===== src/rtl/dma_arbiter.sv =====
// dma_arbiter: round-robin arbiter that shares one auxiliary DMA port between
// the CSB command fetch (0) and the compute engines (1..NREQ-1). The granted
// requester's descriptor is latched, issued once, and the grant is held until
// the burst completes.
// Optional feature: define DMA_ARB_TIMEOUT_EN to enable a watchdog that aborts
// a burst stuck in ISSUE/BUSY for TIMEOUT cycles and pulses err.
module dma_arbiter #(
    parameter int NREQ    = 4,
    parameter int AW      = 32,
    parameter int LW      = 6,
    parameter int TIMEOUT = 1023
) (
    input  logic                 clk,
    input  logic                 rst,
    input  logic [NREQ-1:0]      req,
    input  logic [NREQ-1:0]      req_we,
    input  logic [NREQ*AW-1:0]   req_addr,
    input  logic [NREQ*LW-1:0]   req_len,
    output logic [NREQ-1:0]      gnt,
    output logic [NREQ-1:0]      done,
    output logic                 dma_en,
    input  logic                 dma_rdy,
    output logic                 dma_we,
    output logic [AW-1:0]        dma_addr,
    output logic [LW-1:0]        dma_len,
    input  logic                 dma_done,
    output logic                 busy,
    output logic                 err
);

    localparam int PW = (NREQ > 1) ? $clog2(NREQ) : 1;

    typedef enum logic [1:0] {
        S_IDLE  = 2'd0,
        S_ISSUE = 2'd1,
        S_BUSY  = 2'd2
    } state_t;

    state_t            state_q, state_d;
    logic [NREQ-1:0]   gnt_q, gnt_d;
    logic [NREQ-1:0]   done_q, done_d;
    logic [PW-1:0]     ptr_q, ptr_d;
    logic [PW-1:0]     cur_q, cur_d;
    logic              imm_q, imm_d;
    logic              dma_we_q, dma_we_d;
    logic [AW-1:0]     dma_addr_q, dma_addr_d;
    logic [LW-1:0]     dma_len_q, dma_len_d;
    logic              finish;

    // Per-requester views of the packed buses, and the requester index that
    // sits at each priority position relative to the round-robin pointer.
    logic [AW-1:0]     addr_arr [NREQ];
    logic [LW-1:0]     len_arr  [NREQ];
    logic [PW-1:0]     rot_idx  [NREQ];
    logic [NREQ-1:0]   cand_ok;
    logic [PW-1:0]     sel_idx;
    logic              sel_valid;

    for (genvar gi = 0; gi < NREQ; gi++) begin : g_lane
        assign addr_arr[gi] = req_addr[gi*AW +: AW];
        assign len_arr[gi]  = req_len[gi*LW +: LW];
        assign rot_idx[gi]  = PW'((int'(ptr_q) + gi) % NREQ);
        assign cand_ok[gi]  = req[rot_idx[gi]];
    end

    // Pick the first requesting lane at or after ptr; position 0 has top priority.
    always_comb begin
        sel_idx   = rot_idx[0];
        sel_valid = |req;
        for (int k = NREQ - 1; k >= 0; k--) begin
            if (cand_ok[k]) begin
                sel_idx = rot_idx[k];
            end
        end
    end

`ifdef DMA_ARB_TIMEOUT_EN
    localparam int CW = $clog2(TIMEOUT + 1);
    logic [CW-1:0] cnt_q, cnt_d;
    logic          err_q, err_d;
`else
    logic unused_timeout;
    assign unused_timeout = (TIMEOUT == 0);
`endif

    // Next-state and next-output logic for the IDLE/ISSUE/BUSY controller.
    always_comb begin
        state_d    = state_q;
        gnt_d      = gnt_q;
        done_d     = '0;
        ptr_d      = ptr_q;
        cur_d      = cur_q;
        imm_d      = imm_q;
        dma_we_d   = dma_we_q;
        dma_addr_d = dma_addr_q;
        dma_len_d  = dma_len_q;
        finish     = 1'b0;
`ifdef DMA_ARB_TIMEOUT_EN
        cnt_d      = cnt_q;
        err_d      = 1'b0;
`endif
        case (state_q)
            S_IDLE: begin
                if (sel_valid) begin
                    gnt_d      = NREQ'(1) << sel_idx;
                    cur_d      = sel_idx;
                    dma_we_d   = req_we[sel_idx];
                    dma_addr_d = addr_arr[sel_idx];
                    dma_len_d  = len_arr[sel_idx];
                    // A zero-length burst completes without touching the DMA engine.
                    imm_d      = (len_arr[sel_idx] == '0);
                    state_d    = (len_arr[sel_idx] == '0) ? S_BUSY : S_ISSUE;
`ifdef DMA_ARB_TIMEOUT_EN
                    cnt_d      = '0;
`endif
                end
            end
            S_ISSUE: begin
                if (dma_rdy) begin
                    state_d = S_BUSY;
                end
            end
            S_BUSY: begin
                if (dma_done || imm_q) begin
                    finish = 1'b1;
                end
            end
            default: state_d = S_IDLE;
        endcase
`ifdef DMA_ARB_TIMEOUT_EN
        // Watchdog: a real completion in the same cycle wins over the timeout.
        if (state_q != S_IDLE) begin
            cnt_d = cnt_q + 1'b1;
            if (!finish && cnt_q == CW'(TIMEOUT - 1)) begin
                finish = 1'b1;
                err_d  = 1'b1;
            end
        end
`endif
        if (finish) begin
            done_d  = gnt_q;
            gnt_d   = '0;
            imm_d   = 1'b0;
            ptr_d   = (cur_q == PW'(NREQ - 1)) ? '0 : cur_q + 1'b1;
            state_d = S_IDLE;
        end
    end

    // State and output registers with synchronous reset.
    always_ff @(posedge clk) begin
        if (rst) begin
            state_q    <= S_IDLE;
            gnt_q      <= '0;
            done_q     <= '0;
            ptr_q      <= '0;
            cur_q      <= '0;
            imm_q      <= 1'b0;
            dma_we_q   <= 1'b0;
            dma_addr_q <= '0;
            dma_len_q  <= '0;
`ifdef DMA_ARB_TIMEOUT_EN
            cnt_q      <= '0;
            err_q      <= 1'b0;
`endif
        end else begin
            state_q    <= state_d;
            gnt_q      <= gnt_d;
            done_q     <= done_d;
            ptr_q      <= ptr_d;
            cur_q      <= cur_d;
            imm_q      <= imm_d;
            dma_we_q   <= dma_we_d;
            dma_addr_q <= dma_addr_d;
            dma_len_q  <= dma_len_d;
`ifdef DMA_ARB_TIMEOUT_EN
            cnt_q      <= cnt_d;
            err_q      <= err_d;
`endif
        end
    end

    assign gnt      = gnt_q;
    assign done     = done_q;
    assign dma_en   = (state_q == S_ISSUE);
    assign dma_we   = dma_we_q;
    assign dma_addr = dma_addr_q;
    assign dma_len  = dma_len_q;
    assign busy     = (state_q != S_IDLE);
`ifdef DMA_ARB_TIMEOUT_EN
    assign err      = err_q;
`else
    assign err      = 1'b0;
`endif

endmodule


===== config.mk =====
export PLATFORM = sky130hd
export DESIGN_NAME = dma_arbiter
export DESIGN_NICKNAME = d
export VERILOG_FILES = /design/src/rtl/dma_arbiter.sv
export SDC_FILE = /design/constraint.sdc
export NUM_CORES = 1
export LEC_CHECK = 0
export CORE_MARGIN = 3
export CORE_UTILIZATION = 38
export CTS_BUF_LIST = sky130_fd_sc_hd__clkbuf_4 sky130_fd_sc_hd__clkbuf_8
export DETAILED_ROUTE_END_ITERATION = 8
export PLACE_DENSITY_LB_ADDON = 0.1
export SLEW_MARGIN = 20
export SYNTH_ARGS = -nofsm -noshare
export SYNTH_HDL_FRONTEND = slang
export SYNTH_SLANG_ARGS = --single-unit
export TNS_END_PERCENT = 30

===== constraint.sdc =====
create_clock -name clk -period 8.4 [get_ports clk]
set_input_delay 2.1 -clock clk [delete_from_list [all_inputs] [get_ports clk]]
set_output_delay 2.1 -clock clk [all_outputs]
set_load 0.05 [all_outputs]

==> qor.txt, run 1 <==
antenna cells: 0
Final HPWL DP: 7.60 mm
Fmax achieved: 0.187 GHz
Syn Area/Cell: 9.88 um^2
Reg clk slew, reported paths: 0.09 ns
total setup buffers inserted after CTS: 0
post-DR wirelength/cell: 16.4 um
WHS: 0.460 ns
Period Utilization, post-route: 0.638
Synth cell types: 31
vias in the first global route: 3,105
VDD IR-drop max: 0.0000929 V
post-route ant nets: 0
Slew @ Worst Pin: 1.02 ns
Area Growth Syn to Fin: 78.2%
WS Path Type: in2reg
Rows: 31
DRC viols: 0
largest net degree at the start of global routing: 51
Core Region: 7370 um^2
R2R Path Start: ptr_q[1]
Leak: 1.91 nW
crit path DAT: 5.58 ns
area of the multi-input gates: 1760 um^2
# IOs: 214
register area share after synthesis: 0.368
r2r endpoint: state_q[1]
register-to-register setup slack: 5.18 ns
status: completed
drt initial violations: 38
Worst-Skew Late Latency: 0.29 ns
grt ovf: 0
Max-cap violations: 0
final hold vios: 0
RSZ-0062 raised after global routing: false
drt first pass iters: 4
Initial Util: 0.398
fin crit period: 5.36 ns
Clock Sinks: 54
met3 GRT Util: 0.0833
final core area utilization: 0.710
Setup TNS Final: 0 ns
Num CTS Buffers: 5
Setup Viol. Count Final: 0
vias per cell: 5.13
global-route wire length before repair: 14.6 mm
PostCTS Resize Cnt: 0
final setup skew: 0.00358 ns
Die Y-Extent: 93.9 um
Die W: 93.9 um
CTS hold repair buffers: 0
Worst setup EP type: flop
GRT Util Overall: 0.211
crit path max fanout: 25
Post-synth EDFFs: 0
Ys Warns: 0
routability cong.: 0.748
Post-synth top flop: dfxtp_1
ys async rst share: 0
most frequent cells in the layout: clkdlybuf4s50_1 (211), nand2_1 (82), dfxtp_1 (54)
Cell Area, Synth: 2940 um^2
initial antenna violation count: 0
slowest CP cell: o221ai_4
Reg area: 1080 um^2
CTS tree: built
layout cell share with drive strength beyond 1: 0.115
CP Launch Type: input pin
Req. time, crit path: 8.63 ns
GRT busiest layer: met2
fin nets: 659
Pins Over Slew Limit: 0
CTS HTree Levels: 2
commonest non-fill, non-tap cell in the layout: clkdlybuf4s50_1
flops & latches, synth: 54
Slew HR: 0.317
HP Class: reg2reg
Root Driver: clkbuf_8
met2 Track Usage GR: 0.399
Post-Route WL: 9.76 mm
R2R depth: 7
Synth Net Count: 462
via count: 3,045
Total Power: 0.880 mW
Worst Setup EP: state_q[1]
Die Area: 8820 um^2
pwr/cell area: 168 nW/um^2
PortBufs: 212
crit-path cells: clkdlybuf4s50_1, nor2_1, a21oi_1, o221ai_4, buf_4, mux4_2, or4_1, o22ai_1
clk buf depth: 2
met1 Use GR: 0.210
CP max stage delay: 0.76 ns
Post-Syn Instances: 297
filler cell count: 591
origin of the worst setup path: req[3]
==> sequential cells by signal, summed over array words and instances, names as in the netlist <==
signal / count
ptr_q: 2
cur_q: 2
gnt: 4
dma_addr: 32
dma_we: 1
done: 4
state_q: 2
imm_q: 1
dma_len: 6
==> per-layer routing <==
metal | vias to the layer above | wire [um]
met5 | - | 0
met4 | 0 | 227
met3 | 18 | 1050
met2 | 142 | 5150
met1 | 1424 | 3330
li1 | 1461 | -
==> kinds of logic after synthesis <==
group                      synth area share
AOI/OAI and AO/OA                     0.106
buffers and inverters                0.0405
other                               0.00128
muxes                                 0.306
DFF                                   0.368
and+or+nand+nor                       0.173
adders and majority gates           0.00426
==> how the worst min path moves through the flow <==
stage	start	end	slack [ns]	depth (start not counted)
final	dma_addr[19]	dma_addr[19]	0.46	2
after global routing	dma_addr[2]	dma_addr[2]	0.48	2
after CTS	dma_addr[19]	dma_addr[19]	0.46	2
after detailed placement	dma_addr[19]	dma_addr[19]	0.45	2
after global placement	dma_addr[29]	dma_addr[29]	0.44	2
after floorplan	imm_q	imm_q	0.44	2
==> stage by stage <==
stage                     instance area, um^2  setup slack, ns  std cells
after global routing                     5230             2.76        594
after global placement                   5090             2.77        585
after detailed placement                 5090             2.65        585
after floorplan                          2940             4.22        297
after CTS                                5200             2.98        593
final                                    5230             3.04        594
==> worst max-delay path: cells and delay by family <==
family          cells  cell delay (ns)
compound gates      3             1.02
mux                 1             0.58
simple gates        2             0.83
buf+inv             2             1.04
==> Yosys cell counts, types with 3 or more instances <==
| cell type | n | area share |
|---|---|---|
| nor2_1 | 10 | 0.013 |
| nor2b_1 | 6 | 0.013 |
| a21oi_1 | 48 | 0.082 |
| nor3_1 | 3 | 0.0051 |
| nand3_1 | 3 | 0.0051 |
| and2_1 | 5 | 0.011 |
| buf_2 | 5 | 0.0085 |
| mux4_2 | 39 | 0.30 |
| nand2_1 | 83 | 0.11 |
| dfxtp_1 | 54 | 0.37 |
| o21ai_1 | 3 | 0.0051 |
| clkbuf_1 | 15 | 0.019 |
==> power by group <==
group	total, mW	leakage [nW]	switching, mW	internal [mW]
logic	0.408	1.40	0.220	0.188
clock network	0.169	0.0579	0.0814	0.0878
registers	0.303	0.444	0.0160	0.287
total	0.880	1.91	0.317	0.562
==> layout make-up <==
cell class                      instances  share of cell area
Tap cell                               99              0.0237
Clock inverter                          3             0.00765
Inverter                                1            0.000718
Clock buffer                            5              0.0132
Sequential cell                        54               0.207
Multi-Input combinational cell        218               0.337
Timing Repair Buffer                  214               0.411
Power figures use the tool's default switching activity.
==> run 2, diff against run 1 <==
Settings changed: CORE_UTILIZATION 38 to 32.
Clock period 8.4 ns to 4.5 ns, I/O delays scaled along.
==> run 2 against run 1 <==
Net effect:
- critical path depth unchanged
- flip-flop and latch count is the same
- die area increased by 18%
- clock power up 98%
- routed wire length grew 3.0%
- clock skew grew 0.0023 ns
- largest power group unchanged
- first-iteration DRC count is 110% higher
- sequential power rose by 86%
- final area rose by 0.50%
- register-to-register slack worse by 3.3 ns
- highest routed layer unchanged
- worst setup slack got worse by 2.2 ns
- non-clock buffer count grew 4
- critical endpoint is now state_q[0]
- critical path type unchanged
==> qor.txt, run 2 (same netlist as run 1, synthesis figures left out) <==
internal power: 1.05 mW
worst hold stages: 2
Max-cap violations: 0
CTS hold repair buffers: 0
post-route setup slack: 0.823 ns
WHS: 0.455 ns
Place WS: 0.493 ns
Clk pwr share: 0.203
crit path DAT: 3.89 ns
Die Area: 10,400 um^2
Worst setup EP type: flop
Finished Layout Cells: 607
GRT Util Overall: 0.190
Slew HR: 0.365
CTS tree: built
crit-path cells: clkdlybuf4s50_1, and3b_1, or4_1, nand2_2, buf_4, mux4_2, or4_4, o221a_1
final setup skew: 0.00583 ns
WS Path Type: in2reg
grt ovf: 0
DRC viols: 0
post-route ant nets: 0
finished layout cell area: 5260 um^2
RSZ-0062 raised after global routing: false
# IOs: 214
largest net degree at the start of global routing: 51
crit path max fanout: 14
PostCTS Resize Cnt: 0
CP Launch Type: input pin
Area Growth Syn to Fin: 79.1%
final core area utilization: 0.597
vias per cell: 4.97
post-DR wirelength/cell: 16.6 um
Cell Area, Placed: 5140 um^2
Die W: 102 um
Reg power frac: 0.342
Req. time, crit path: 4.71 ns
Num CTS Buffers: 5
Final HPWL DP: 8.01 mm
Reg clk slew, reported paths: 0.10 ns
Logic pwr share: 0.455
fin nets: 663
Largest register FFs: 32
total setup buffers inserted after CTS: 0
Core Region: 8810 um^2
drt first pass iters: 4
Post-Route WL: 10.1 mm
Worst-Skew Late Latency: 0.31 ns
R2R depth: 7
Die Y-Extent: 102 um
PortBufs: 212
Setup Viol. Count Final: 0
Switching Share: 0.363
Total Power: 1.65 mW
Slew @ Worst Pin: 0.953 ns
Pins Over Slew Limit: 0
Clock Sinks: 54
commonest non-fill, non-tap cell in the layout: clkdlybuf4s50_1
initial antenna violation count: 0
Initial Util: 0.333
CTS HTree Levels: 2
via count: 3,018
status: completed
fin crit period: 3.68 ns
placed cells: 599
Setup TNS Final: 0 ns
final hold vios: 0
Leak: 1.91 nW
most frequent cells in the layout: clkdlybuf4s50_1 (211), nand2_1 (82), dfxtp_1 (54)
VDD IR-drop max: 0.000138 V
global-route wire length before repair: 15.3 mm
CP max stage delay: 0.57 ns
vias in the first global route: 3,172
drt initial violations: 81
routability cong.: 0.845
Rows: 34
Period Utilization, post-route: 0.817
slowest CP cell: clkdlybuf4s50_1
HP Class: reg2reg
Root Driver: clkbuf_8
Fmax achieved: 0.272 GHz
pwr/cell area: 314 nW/um^2
Switching Power: 0.600 mW
layout cell share with drive strength beyond 1: 0.122
clk buf depth: 2
antenna cells: 0
-- run 2: area by class of cell --
class                   instances  area [um^2]
inverters                       1         3.75
clock inverters                 2         37.5
flip-flops and latches         54         1080
clock buffers                   6         76.3
multi-input cells             218         1760
repair buffers                218         2160
fillers                       789         3550
well taps                     108          135
-- run 2: worst max-delay path: cells and delay by family --
kind,cells,cell delay (ns)
AO/OA/AOI/OAI,1,0.22
AND/OR/NAND/NOR,4,1.38
buffers and inverters,2,0.82
multiplexers,1,0.33
-- run 2: final timing paths --
kind                                    from      endpoint  slack, ns
worst max-delay path                  req[3]    state_q[0]       0.82
worst min-delay path            dma_addr[15]  dma_addr[15]       0.45
worst max register to register      ptr_q[0]    state_q[0]       1.85
worst min register to register  dma_addr[15]  dma_addr[15]       0.45
-- run 2: layer usage --
layer	global-route usage	routed length, um	vias to the layer above	part of all wire
met5	0	0	-	0
met4	0.0532	142	0	0.014
met3	0.0620	970	10	0.096
met2	0.355	5300	129	0.53
met1	0.202	3640	1409	0.36
li1	-	-	1470	-
-- run 2: power by group through the flow --
stage | Clock, mW | Sequential, mW | Combinational, mW
floorplan | 0 | 0.756 | 0.265
global placement | 0 | 0.575 | 0.751
detailed placement | 0 | 0.577 | 0.760
CTS | 0.342 | 0.566 | 0.763
global route | 0.358 | 0.574 | 0.803
finish | 0.335 | 0.565 | 0.751
==> run 3, diff against run 2 <==
Settings changed: CORE_UTILIZATION 32 to 36.
Clock period 4.5 ns to 3.7 ns, I/O delays scaled along.
==> run 3 against run 2 <==
Net effect:
- count of clock-buffer cells in the layout increased by 1
- final area decreased by 0.21%
- worst setup slack got worse by 0.47 ns
- clock skew decreased by 0.0011 ns
- routed wire length decreased by 2.2%
- critical endpoint is now imm_q
- highest routed layer unchanged
==> qor.txt, run 3 (same netlist as run 1, synthesis figures left out) <==
status: completed
WHS: 0.457 ns
Slew HR: 0.368
vias in the first global route: 3,027
grt ovf: 0
GRT Util Overall: 0.200
Req. time, crit path: 3.93 ns
post-route ant nets: 0
Worst setup EP type: flop
largest net degree at the start of global routing: 51
R2R Path Start: ptr_q[0]
Pins Over Slew Limit: 0
Fmax achieved: 0.299 GHz
Final HPWL DP: 7.85 mm
Setup Viol. Count Final: 0
worst hold stages: 2
Largest register FFs: 32
Setup TNS Final: 0 ns
antenna cells: 0
routability cong.: 0.767
Reg area: 1080 um^2
Worst Setup EP: imm_q
RSZ-0062 raised after global routing: false
Leak: 1.92 nW
Die Area: 9270 um^2
total setup buffers inserted after CTS: 0
Initial Util: 0.376
Clock Sinks: 54
filler cell count: 657
Period Utilization, post-route: 0.904
commonest non-fill, non-tap cell in the layout: clkdlybuf4s50_1
Core Region: 7810 um^2
via count: 2,998
origin of the worst setup path: req[3]
PostCTS Resize Cnt: 0
PortBufs: 212
Die Y-Extent: 96.3 um
r2r endpoint: state_q[0]
Rows: 32
R2R depth: 6
CTS hold repair buffers: 0
drt first pass iters: 4
Area Growth Syn to Fin: 78.7%
vias per cell: 4.97
fin nets: 665
CP Launch Type: input pin
HP Class: reg2reg
crit path max fanout: 6
Total Power: 1.94 mW
# IOs: 214
area of the multi-input gates: 1760 um^2
CTS tree: built
final setup skew: 0.00472 ns
pwr/cell area: 370 nW/um^2
Max-cap violations: 0
drt initial violations: 48
Reg clk slew, reported paths: 0.09 ns
Slew @ Worst Pin: 0.949 ns
Die W: 96.3 um
Post-Route WL: 9.83 mm
clk buf depth: 2
global-route wire length before repair: 14.4 mm
register-to-register setup slack: 1.26 ns
crit path DAT: 3.57 ns
final hold vios: 0
Root Driver: clkbuf_8
VDD IR-drop max: 0.000200 V
layout cell share with drive strength beyond 1: 0.126
DRC viols: 0
Worst-Skew Late Latency: 0.29 ns
WS Path Type: in2reg
initial antenna violation count: 0
fin crit period: 3.35 ns
most frequent cells in the layout: clkdlybuf4s50_1 (211), nand2_1 (82), dfxtp_1 (54)
post-DR wirelength/cell: 16.3 um
Num CTS Buffers: 5
CTS HTree Levels: 2
-- run 3: where the power goes --
group | switching [mW] | total, mW | leakage (nW) | internal [mW]
combinational | 0.496 | 0.917 | 1.42 | 0.421
clock | 0.179 | 0.337 | 0.0517 | 0.159
sequential | 0.0356 | 0.687 | 0.444 | 0.651
total | 0.710 | 1.94 | 1.92 | 1.23
-- run 3: final cells by class --
cell class                      count  area share
Clock inverter                      1    0.000954
Clock buffer                        7      0.0172
Timing Repair Buffer              220       0.415
Tap cell                          102      0.0243
Sequential cell                    54       0.206
Multi-Input combinational cell    218       0.336
Inverter                            1    0.000715
-- run 3: stage by stage --
stage / utilization / area [um^2] / std cells / setup slack (ns)
after floorplan: - / 2940 / 297 / 0.691
after global placement: 0.660 / 5150 / 595 / 0.125
after detailed placement: 0.660 / 5150 / 595 / 0.0396
after CTS: 0.672 / 5250 / 603 / 0.355
after global routing: 0.672 / 5250 / 603 / 0.173
final: 0.672 / 5250 / 603 / 0.355
-- run 3: worst min-delay path by stage --
stage	start	end	slack [ns]
global route	dma_addr[23]	dma_addr[23]	0.48
finish	dma_addr[24]	dma_addr[24]	0.46
floorplan	imm_q	imm_q	0.44
CTS	dma_addr[24]	dma_addr[24]	0.46
detailed placement	dma_addr[24]	dma_addr[24]	0.45
global placement	dma_addr[30]	dma_addr[30]	0.44
-- run 3: worst max-delay path, cell delays in order --
cell             delay (ns)
clkdlybuf4s50_1        0.49
nor2_1                 0.29
a21oi_1                0.12
o221ai_4               0.32
buf_4                  0.24
mux4_2                 0.53
or4_1                  0.51
o21ai_1                0.15
-- run 3: routing by layer --
metal / up-vias / part of all wire / GRT usage
li1: 1470 / - / -
met1: 1394 / 0.36 / 0.225
met2: 130 / 0.52 / 0.363
met3: 4 / 0.11 / 0.0743
met4: 0 / 0.0065 / 0.0362
met5: - / 0 / 0
